[config.mk]
export PLATFORM = sky130hd
export DESIGN_NAME = z80_mem_cycle_master_flat
export DESIGN_NICKNAME = d
export VERILOG_FILES = /design/src/rtl/z80_mem_cycle_master_if.sv /design/src/rtl/z80_mem_cycle_master.sv /design/src/flat_wrapper.sv
export SDC_FILE = /design/constraint.sdc
export NUM_CORES = 1
export LEC_CHECK = 0
export CAP_MARGIN = 20
export CORE_MARGIN = 1
export CORE_UTILIZATION = 40
export DETAILED_ROUTE_END_ITERATION = 6
export PLACE_DENSITY = 0.78
export SETUP_SLACK_MARGIN = 0.15
export SLEW_MARGIN = 25
export SYNTH_ARGS = -nofsm -noshare
export SYNTH_HDL_FRONTEND = slang
export SYNTH_SLANG_ARGS = --single-unit
[constraint.sdc]
create_clock -name CLK -period 1.9 [get_ports CLK]
set_input_delay 0.285 -clock CLK [delete_from_list [all_inputs] [get_ports CLK]]
set_output_delay 0.285 -clock CLK [all_outputs]
set_load 0.01 [all_outputs]
[src/rtl/z80_mem_cycle_master_if.sv]
// Request/response and Z80 memory-bus signals for z80_mem_cycle_master.
// master: the cycle generator; slave: the requester plus the bus target it talks to.
interface z80_mem_cycle_master_if #(
   parameter int ADDR_W = 16,
   parameter int DATA_W = 8
);
   logic              REQ_VALID;
   logic              REQ_READY;
   logic              REQ_WR;
   logic [ADDR_W-1:0] REQ_ADDR;
   logic [DATA_W-1:0] REQ_WDATA;
   logic              RSP_VALID;
   logic [DATA_W-1:0] RSP_RDATA;
   logic              RSP_TIMEOUT;
   logic [ADDR_W-1:0] Addr;
   logic [DATA_W-1:0] D_OUT;
   logic              D_OE;
   logic [DATA_W-1:0] D_IN;
   logic              MREQ_N;
   logic              RD_N;
   logic              WR_N;
   logic              WAIT_N;
   logic              BUSY;

   modport master (
      input  REQ_VALID, REQ_WR, REQ_ADDR, REQ_WDATA, D_IN, WAIT_N,
      output REQ_READY, RSP_VALID, RSP_RDATA, RSP_TIMEOUT,
             Addr, D_OUT, D_OE, MREQ_N, RD_N, WR_N, BUSY
   );

   modport slave (
      output REQ_VALID, REQ_WR, REQ_ADDR, REQ_WDATA, D_IN, WAIT_N,
      input  REQ_READY, RSP_VALID, RSP_RDATA, RSP_TIMEOUT,
             Addr, D_OUT, D_OE, MREQ_N, RD_N, WR_N, BUSY
   );
endinterface

[src/rtl/z80_mem_cycle_master.sv]
// Z80-style memory read/write cycle initiator (T1/T2/[TW]/T3), one T-state per CLK.
// Define Z80_WAIT_STATE_EN to honour WAIT_N, insert TW states and report RSP_TIMEOUT.
module z80_mem_cycle_master #(
   parameter int ADDR_W   = 16,
   parameter int DATA_W   = 8,
   parameter int MAX_WAIT = 15
) (
   input  logic                   CLK,
   input  logic                   RESET_N,
   z80_mem_cycle_master_if.master bus
);

   typedef enum logic [2:0] {
      S_IDLE,
      S_T1,
      S_T2,
      S_TW,
      S_T3
   } state_t;

   state_t            r_state;
   logic              r_ready;
   logic              r_busy;
   logic              r_wr;
   logic [ADDR_W-1:0] r_addr;
   logic [DATA_W-1:0] r_dout;
   logic              r_doe;
   logic              r_mreq_n;
   logic              r_rd_n;
   logic              r_wr_n;
   logic [DATA_W-1:0] r_rdata;
   logic              r_rsp_valid;
   logic              w_accept;

`ifdef Z80_WAIT_STATE_EN
   localparam int CNT_W = (MAX_WAIT < 2) ? 1 : $clog2(MAX_WAIT + 1);
   logic [CNT_W-1:0]  r_wcnt;
   logic              r_to;
   logic              r_rsp_to;
`else
   logic              w_unused_wait;
   assign w_unused_wait = bus.WAIT_N;
`endif

   assign w_accept = bus.REQ_VALID & r_ready;

   always_ff @(posedge CLK or negedge RESET_N) begin
      if (!RESET_N) begin
         r_state     <= S_IDLE;
         r_ready     <= 1'b0;
         r_busy      <= 1'b0;
         r_wr        <= 1'b0;
         r_addr      <= '0;
         r_dout      <= '0;
         r_doe       <= 1'b0;
         r_mreq_n    <= 1'b1;
         r_rd_n      <= 1'b1;
         r_wr_n      <= 1'b1;
         r_rdata     <= '0;
         r_rsp_valid <= 1'b0;
`ifdef Z80_WAIT_STATE_EN
         r_wcnt      <= '0;
         r_to        <= 1'b0;
         r_rsp_to    <= 1'b0;
`endif
      end else begin
         r_rsp_valid <= 1'b0;
`ifdef Z80_WAIT_STATE_EN
         r_rsp_to    <= 1'b0;
`endif
         case (r_state)
            S_IDLE: begin
               r_ready <= 1'b1;
               r_busy  <= 1'b0;
            end
            S_T1: begin
               r_state  <= S_T2;
               r_mreq_n <= 1'b0;
               r_rd_n   <= r_wr;
            end
            S_T2: begin
`ifdef Z80_WAIT_STATE_EN
               if (!bus.WAIT_N && (MAX_WAIT != 0)) begin
                  r_state <= S_TW;
                  r_wcnt  <= CNT_W'(1);
               end else begin
                  r_state <= S_T3;
                  r_ready <= 1'b1;
                  r_wr_n  <= ~r_wr;
                  r_to    <= ~bus.WAIT_N;
               end
`else
               r_state <= S_T3;
               r_ready <= 1'b1;
               r_wr_n  <= ~r_wr;
`endif
            end
`ifdef Z80_WAIT_STATE_EN
            S_TW: begin
               // Counter tracks the TW cycle in progress; the limit bounds it, so no wrap.
               if (bus.WAIT_N || (r_wcnt >= CNT_W'(MAX_WAIT))) begin
                  r_state <= S_T3;
                  r_ready <= 1'b1;
                  r_wr_n  <= ~r_wr;
                  r_to    <= ~bus.WAIT_N;
               end else begin
                  r_wcnt  <= r_wcnt + CNT_W'(1);
               end
            end
`endif
            S_T3: begin
               r_rsp_valid <= 1'b1;
`ifdef Z80_WAIT_STATE_EN
               r_rsp_to    <= r_to;
`endif
               if (!r_wr) begin
                  r_rdata <= bus.D_IN;
               end
               r_state  <= S_IDLE;
               r_busy   <= 1'b0;
               r_mreq_n <= 1'b1;
               r_rd_n   <= 1'b1;
               r_wr_n   <= 1'b1;
               r_doe    <= 1'b0;
            end
            default: begin
               r_state <= S_IDLE;
            end
         endcase

         // Accept is only possible in IDLE or T3 (READY high); it overrides those branches.
         if (w_accept) begin
            r_state  <= S_T1;
            r_ready  <= 1'b0;
            r_busy   <= 1'b1;
            r_wr     <= bus.REQ_WR;
            r_addr   <= bus.REQ_ADDR;
            r_doe    <= bus.REQ_WR;
            r_mreq_n <= 1'b1;
            r_rd_n   <= 1'b1;
            r_wr_n   <= 1'b1;
            if (bus.REQ_WR) begin
               r_dout <= bus.REQ_WDATA;
            end
`ifdef Z80_WAIT_STATE_EN
            r_wcnt   <= '0;
            r_to     <= 1'b0;
`endif
         end
      end
   end

   assign bus.REQ_READY   = r_ready;
   assign bus.BUSY        = r_busy;
   assign bus.Addr        = r_addr;
   assign bus.D_OUT       = r_dout;
   assign bus.D_OE        = r_doe;
   assign bus.MREQ_N      = r_mreq_n;
   assign bus.RD_N        = r_rd_n;
   assign bus.WR_N        = r_wr_n;
   assign bus.RSP_VALID   = r_rsp_valid;
   assign bus.RSP_RDATA   = r_rdata;
`ifdef Z80_WAIT_STATE_EN
   assign bus.RSP_TIMEOUT = r_rsp_to;
`else
   assign bus.RSP_TIMEOUT = 1'b0;
`endif

endmodule

[src/flat_wrapper.sv]
// flat-port wrapper written by rule: the top's interface ports become plain ports
module z80_mem_cycle_master_flat 
#(
   parameter int ADDR_W   = 16,
   parameter int DATA_W   = 8,
   parameter int MAX_WAIT = 15
)
  (CLK, RESET_N, bus_REQ_VALID, bus_REQ_WR, bus_REQ_ADDR, bus_REQ_WDATA, bus_D_IN, bus_WAIT_N, bus_REQ_READY, bus_RSP_VALID, bus_RSP_RDATA, bus_RSP_TIMEOUT, bus_Addr, bus_D_OUT, bus_D_OE, bus_MREQ_N, bus_RD_N, bus_WR_N, bus_BUSY);
  z80_mem_cycle_master_if #(.ADDR_W(ADDR_W), .DATA_W(DATA_W)) bus_i ();
  input  logic CLK;
  input  logic RESET_N;
  input wire logic [$bits(bus_i.REQ_VALID)-1:0] bus_REQ_VALID;
  input wire logic [$bits(bus_i.REQ_WR)-1:0] bus_REQ_WR;
  input wire logic [$bits(bus_i.REQ_ADDR)-1:0] bus_REQ_ADDR;
  input wire logic [$bits(bus_i.REQ_WDATA)-1:0] bus_REQ_WDATA;
  input wire logic [$bits(bus_i.D_IN)-1:0] bus_D_IN;
  input wire logic [$bits(bus_i.WAIT_N)-1:0] bus_WAIT_N;
  output wire logic [$bits(bus_i.REQ_READY)-1:0] bus_REQ_READY;
  output wire logic [$bits(bus_i.RSP_VALID)-1:0] bus_RSP_VALID;
  output wire logic [$bits(bus_i.RSP_RDATA)-1:0] bus_RSP_RDATA;
  output wire logic [$bits(bus_i.RSP_TIMEOUT)-1:0] bus_RSP_TIMEOUT;
  output wire logic [$bits(bus_i.Addr)-1:0] bus_Addr;
  output wire logic [$bits(bus_i.D_OUT)-1:0] bus_D_OUT;
  output wire logic [$bits(bus_i.D_OE)-1:0] bus_D_OE;
  output wire logic [$bits(bus_i.MREQ_N)-1:0] bus_MREQ_N;
  output wire logic [$bits(bus_i.RD_N)-1:0] bus_RD_N;
  output wire logic [$bits(bus_i.WR_N)-1:0] bus_WR_N;
  output wire logic [$bits(bus_i.BUSY)-1:0] bus_BUSY;
  assign bus_i.REQ_VALID = bus_REQ_VALID;
  assign bus_i.REQ_WR = bus_REQ_WR;
  assign bus_i.REQ_ADDR = bus_REQ_ADDR;
  assign bus_i.REQ_WDATA = bus_REQ_WDATA;
  assign bus_i.D_IN = bus_D_IN;
  assign bus_i.WAIT_N = bus_WAIT_N;
  assign bus_REQ_READY = bus_i.REQ_READY;
  assign bus_RSP_VALID = bus_i.RSP_VALID;
  assign bus_RSP_RDATA = bus_i.RSP_RDATA;
  assign bus_RSP_TIMEOUT = bus_i.RSP_TIMEOUT;
  assign bus_Addr = bus_i.Addr;
  assign bus_D_OUT = bus_i.D_OUT;
  assign bus_D_OE = bus_i.D_OE;
  assign bus_MREQ_N = bus_i.MREQ_N;
  assign bus_RD_N = bus_i.RD_N;
  assign bus_WR_N = bus_i.WR_N;
  assign bus_BUSY = bus_i.BUSY;
  z80_mem_cycle_master #(.ADDR_W(ADDR_W), .DATA_W(DATA_W), .MAX_WAIT(MAX_WAIT)) u_core (.CLK(CLK), .RESET_N(RESET_N), .bus(bus_i));
endmodule
### Word-level counts from Yosys, hierarchy flattened

Cells that the tools add are included.
W data, S select, Z words.

* register bits: 43
* input port bits: 37
* word-level logic and storage cells: 43

* muxes and demuxes: 15
* equality and inequality tests: 4
* bitwise gates (word level): 2
* reductions and logical operators: 10

Operators with widths (count)
* $mux W1: 10
* $pmux W3 S3: 1
* $pmux W1 S2: 3
* $reduce_bool A2 Y1: 3
* $reduce_bool A3 Y1: 2
* $reduce_and A2 Y1: 2
* $reduce_or A2 Y1: 2
* $eq A3 B1 Y1 const B: 1
* $eq A3 B2 Y1 const B: 1
* $eq A3 B3 Y1 const B: 1
* $logic_not A3 Y1: 1
* $mux W3: 1
* $ne A2 B1 Y1 const B: 1
* $and A1 B1 Y1: 1
* $not A1 Y1: 1

### Logic depth before layout (Yosys ltp)

* word-level depth: 4
* depth in mapped cells: 5
* mapped depth without buffers: 4

### Worst setup path after synthesis

No wires, ideal clock.

* path type: reg-to-reg
* start point: reg u_core.r_state[1]
* end point: reg u_core.r_rdata[0], in the netlist u_core.bus.RSP_RDATA[0]
* arrival: 1.275 ns
* period minus slack after synthesis: 1.400 ns
* stages on the path, launching flop included: 6
* setup slack: 0.500 ns
* path buffers: 2
* library setup time: 0.125 ns
* path through: dfrtp_1 -> buf_6 -> nor3b_4 -> nor2b_4 -> buf_12 -> mux2_4

* longest elaborated chain between the ends: 2

RTL lines
* start, declared: line z80_mem_cycle_master.sv:21 `state_t r_state;`
* start signal, assigned: line z80_mem_cycle_master.sv:49 `r_state <= S_IDLE;`
* start signal, assigned: line z80_mem_cycle_master.sv:77 `r_state <= S_T2;`
* start signal, assigned: line z80_mem_cycle_master.sv:93 `r_state <= S_T3;`
* $eq A3 B3 Y1: line z80_mem_cycle_master.sv:71 `case (r_state)`
* $reduce_and A2 Y1 (no line)
* end signal, assigned: line z80_mem_cycle_master.sv:117 `r_rdata <= bus.D_IN;`
* end, declared: line z80_mem_cycle_master.sv:31 `logic [DATA_W-1:0] r_rdata;`

Every way passes these cells.
A chain may end at the register's enable or synchronous reset.

### Final worst setup path

* start point: reg u_core.r_rd_n, in the netlist u_core.bus.RD_N
* end point: out bus_RD_N

RTL lines
* start, declared: line z80_mem_cycle_master.sv:29 `logic r_rd_n;`
* start signal, assigned: line z80_mem_cycle_master.sv:79 `r_rd_n <= r_wr;`
* end, declared: line flat_wrapper.sv:26 `output wire logic [$bits(bus_i.RD_N)-1:0] bus_RD_N;`

No word-level cell between the ends.

==> results.py <==
metrics = {
    "yosys": {
        "synth_ff_type": "dfrtp_1",
        "synth_xor_area_frac": 0,
        "synthMuxAreaShare": 0.225,
        "synth_warnings": 0,
        "yosysSeqAreaShare": 0.622,
        "ys_seq_elements": 43,
        "yosysUniqueCellTypes": 30,
        "syn_avg_cell_area_um2": 15.5,
        "synth-edff-count": 0,
        "synth_cells": 112,
        "synth_simple_gate_area_share": 0.0742,
        "synth_compound_area_frac": 0.0389,
        "synth_area_um2": 1740,
        "synth_top_family_by_area": "multiplexers",
        "syn_nets": 149,
        "netlist_top_cells_area": "dfrtp_1 58%, mux2_2 16%, mux2_4 6.9%",
        "yosys.area.top_type": "dfrtp_1",
        "netlist.area_leader.share": 0.576,
        "synthArstFlopShare": 1.00,
        "synth_fa_ha_area_frac": 0,
    },
    "setup_path": {
        "cp.arrival_ps": 1410,
        "critical_path_class": "flop to primary output",
        "path_cells": "clkdlybuf4s50_1",
        "critical_path.endpoint_type": "primary output",
        "crit_path_start_kind": "flop",
        "crit_family": "flip-flops",
        "path_max_fanout": 3,
        "crit_buf_inv": 1,
        "critical-path-max-stage-delay_ps": 560,
        "required_ps": 1620,
        "cp_slowest_cell": "dfstp_2",
    },
    "job": {
        "cap_viol_max_count": 0,
    },
    "die": {
        "io_pins": 77,
        "fp-row-count": 23,
        "core_area_um2": 4090,
        "initial_core_util": 0.425,
        "die_y_um": 67.9,
        "dieWidth_um": 67.9,
        "dieArea_um2": 4610,
    },
    "global_routing": {
        "grt_pass1_vias": 1272,
        "use_met3": 0.0533,
        "antenna_found_initial": 0,
        "grt_busiest_layer": "met2",
        "grt_overflow_total": 0,
        "use_met1": 0.197,
        "grt_pass1_wl_um": 5580,
        "grt_use_met2": 0.278,
        "grt_usage": 0.170,
        "grt_max_degree": 21,
    },
    "clock_network": {
        "clk_pin_slew_worst_paths_ps": 80,
        "ctsHoldBuffers": 1,
        "cts_tree": "done",
        "cts_resized": 0,
        "root_buffer": "clkbuf_8",
        "cts_inserted_buffers": 5,
        "cts_setup_buffers": 0,
        "worstSkewPairLatency_ps": 300,
        "htree_num_levels": 2,
        "cts_num_sinks": 43,
        "clk_path_buf_depth": 2,
    },
    "power_and_ir_drop": {
        "leakage_nw": 1.13,
        "vdd_drop_max_mv": 0.859,
        "p_per_area_nw_per_um2": 1600,
    },
    "placement": {
        "dpl.hpwl_um": 2660,
        "place_inst": 233,
        "post-place-ws_ps": 155,
        "place.gp.congestion": 0.629,
        "numPortBuffers": 74,
    },
    "drt": {
        "drt_iter0_markers": 40,
        "vias": 1179,
        "wirelength_um": 3590,
        "remaining_drc_errors": 0,
        "drtAntennaViolNets": 0,
        "drt-pass1-iter-count": 4,
        "via_per_inst": 4.87,
        "wl_per_cell_um": 14.8,
    },
    "timing": {
        "slew_viol_final": 0,
        "max_freq_ghz": 0.592,
        "hold_violations": 0,
        "post-route-min-period_ps": 1690,
        "timing.final.ws_setup_ps": 210,
        "rsz0062_at_grt": "false",
        "finalSetupViolations": 0,
        "setup_tns_ps": 0,
        "fin_worst_skew_ps": 8.01,
        "final.period_utilization": 0.890,
    },
    "final_layout": {
        "layout-drive-gt1-share": 0.281,
        "diodes": 0,
        "stdcell_count": 242,
        "final_util": 0.645,
        "area.growth.synth_to_final_pct": 51.7,
        "fin_nets": 228,
    },
    "run_status": {
        "outcome": "completed",
    },
    "hold_path": {
        "hold_path_class": "input pin to asynchronous set/reset pin",
    },
}
==> power by group <==
part / internal, mW / switching [mW]
Sequential: 1.37 / 0.287
Combinational: 1.20 / 0.632
Clock: 0.425 / 0.308
Total: 2.99 / 1.23
==> cell usage in the layout, fill, tap and decap left out, types with 2 or more instances in the layout <==
master,netlist,layout
dfstp_2,3,3
mux2_2,24,24
o21ai_0,4,4
o21bai_1,2,2
nor2_1,2,2
clkbuf_8,0,6
buf_4,2,2
clkdlybuf4s50_1,0,73
dfrtp_1,40,40
mux2_4,8,8
nand2_1,5,5
==> final cells by class <==
cell class | count | area [um2]
inverters | 1 | 3.75
clock buffers | 6 | 82.6
repair buffers | 78 | 781
fillers | 312 | 1450
flip-flops and latches | 43 | 1080
well taps | 50 | 62.6
multi-input cells | 62 | 591
clock inverters | 2 | 35.0
==> sequential cells by signal (all words and copies together), names as in the netlist <==
signal and cells:
u_core.bus.REQ_READY 1, u_core.bus.RSP_RDATA 8, u_core.r_state 3, u_core.bus.D_OUT 8
u_core.bus.RD_N 1, u_core.bus.RSP_VALID 1, u_core.bus.D_OE 1, u_core.bus.Addr 16
u_core.bus.WR_N 1, u_core.bus.MREQ_N 1, u_core.r_wr 1, u_core.bus.BUSY 1
==> worst register-to-register path, delay by kind of cell (launching register included) <==
kind,cells,cell delay (ps)
and+or+nand+nor,2,630
DFF,1,500
muxes,1,340
==> layer usage <==
metal  wire [um]  share of wire  vias to the layer above
li1            -              -                      541
met1        1450           0.41                      586
met2        1840           0.51                       45
met3         215          0.060                        7
met4          74          0.021                        0
met5           0              0                        -
==> path summary, 6_finish.rpt <==
path | from | slack (ps) | endpoint | cells past startpoint
setup / recovery | u_core.bus.RD_N$_DFFE_PN1P_ | 210 | bus_RD_N | 1
hold / removal | RESET_N | 370 | u_core.bus.D_OUT[1]$_DFFE_PN0P_ | 2
setup reg to reg | u_core.r_state[1]$_DFFE_PN0P_ | 330 | u_core.bus.RSP_RDATA[5]$_DFFE_PN0P_ | 3
hold reg to reg | u_core.bus.D_OUT[7]$_DFFE_PN0P_ | 510 | u_core.bus.D_OUT[7]$_DFFE_PN0P_ | 1
max in group asynchronous | RESET_N | 980 | u_core.bus.MREQ_N$_DFFE_PN1P_ | 3
min in group CLK | u_core.bus.D_OUT[7]$_DFFE_PN0P_ | 510 | u_core.bus.D_OUT[7]$_DFFE_PN0P_ | 1
==> logic make-up after synthesis <==
family / count (synthesis)
buffers and inverters: 7
multiplexers: 32
flip-flops: 43
other: 1
AO/OA/AOI/OAI: 10
AND/OR/NAND/NOR: 19
==> Yosys cell counts (2+ instances only) <==
master,number
nor2_1,2
mux2_2,24
o21bai_1,2
dfstp_2,3
nand2_1,5
buf_4,2
mux2_4,8
o21ai_0,4
buf_6,2
dfrtp_1,40
==> through the flow <==
step	total power, mW	cell area (um2)	hold WS (ps)
floorplan	2.49	1740	-10.6
global placement	3.44	2510	144
detailed placement	3.52	2510	149
CTS	4.27	2640	356
global route	4.45	2640	374
finish	4.22	2640	367
(Power assumes the default switching activity.)
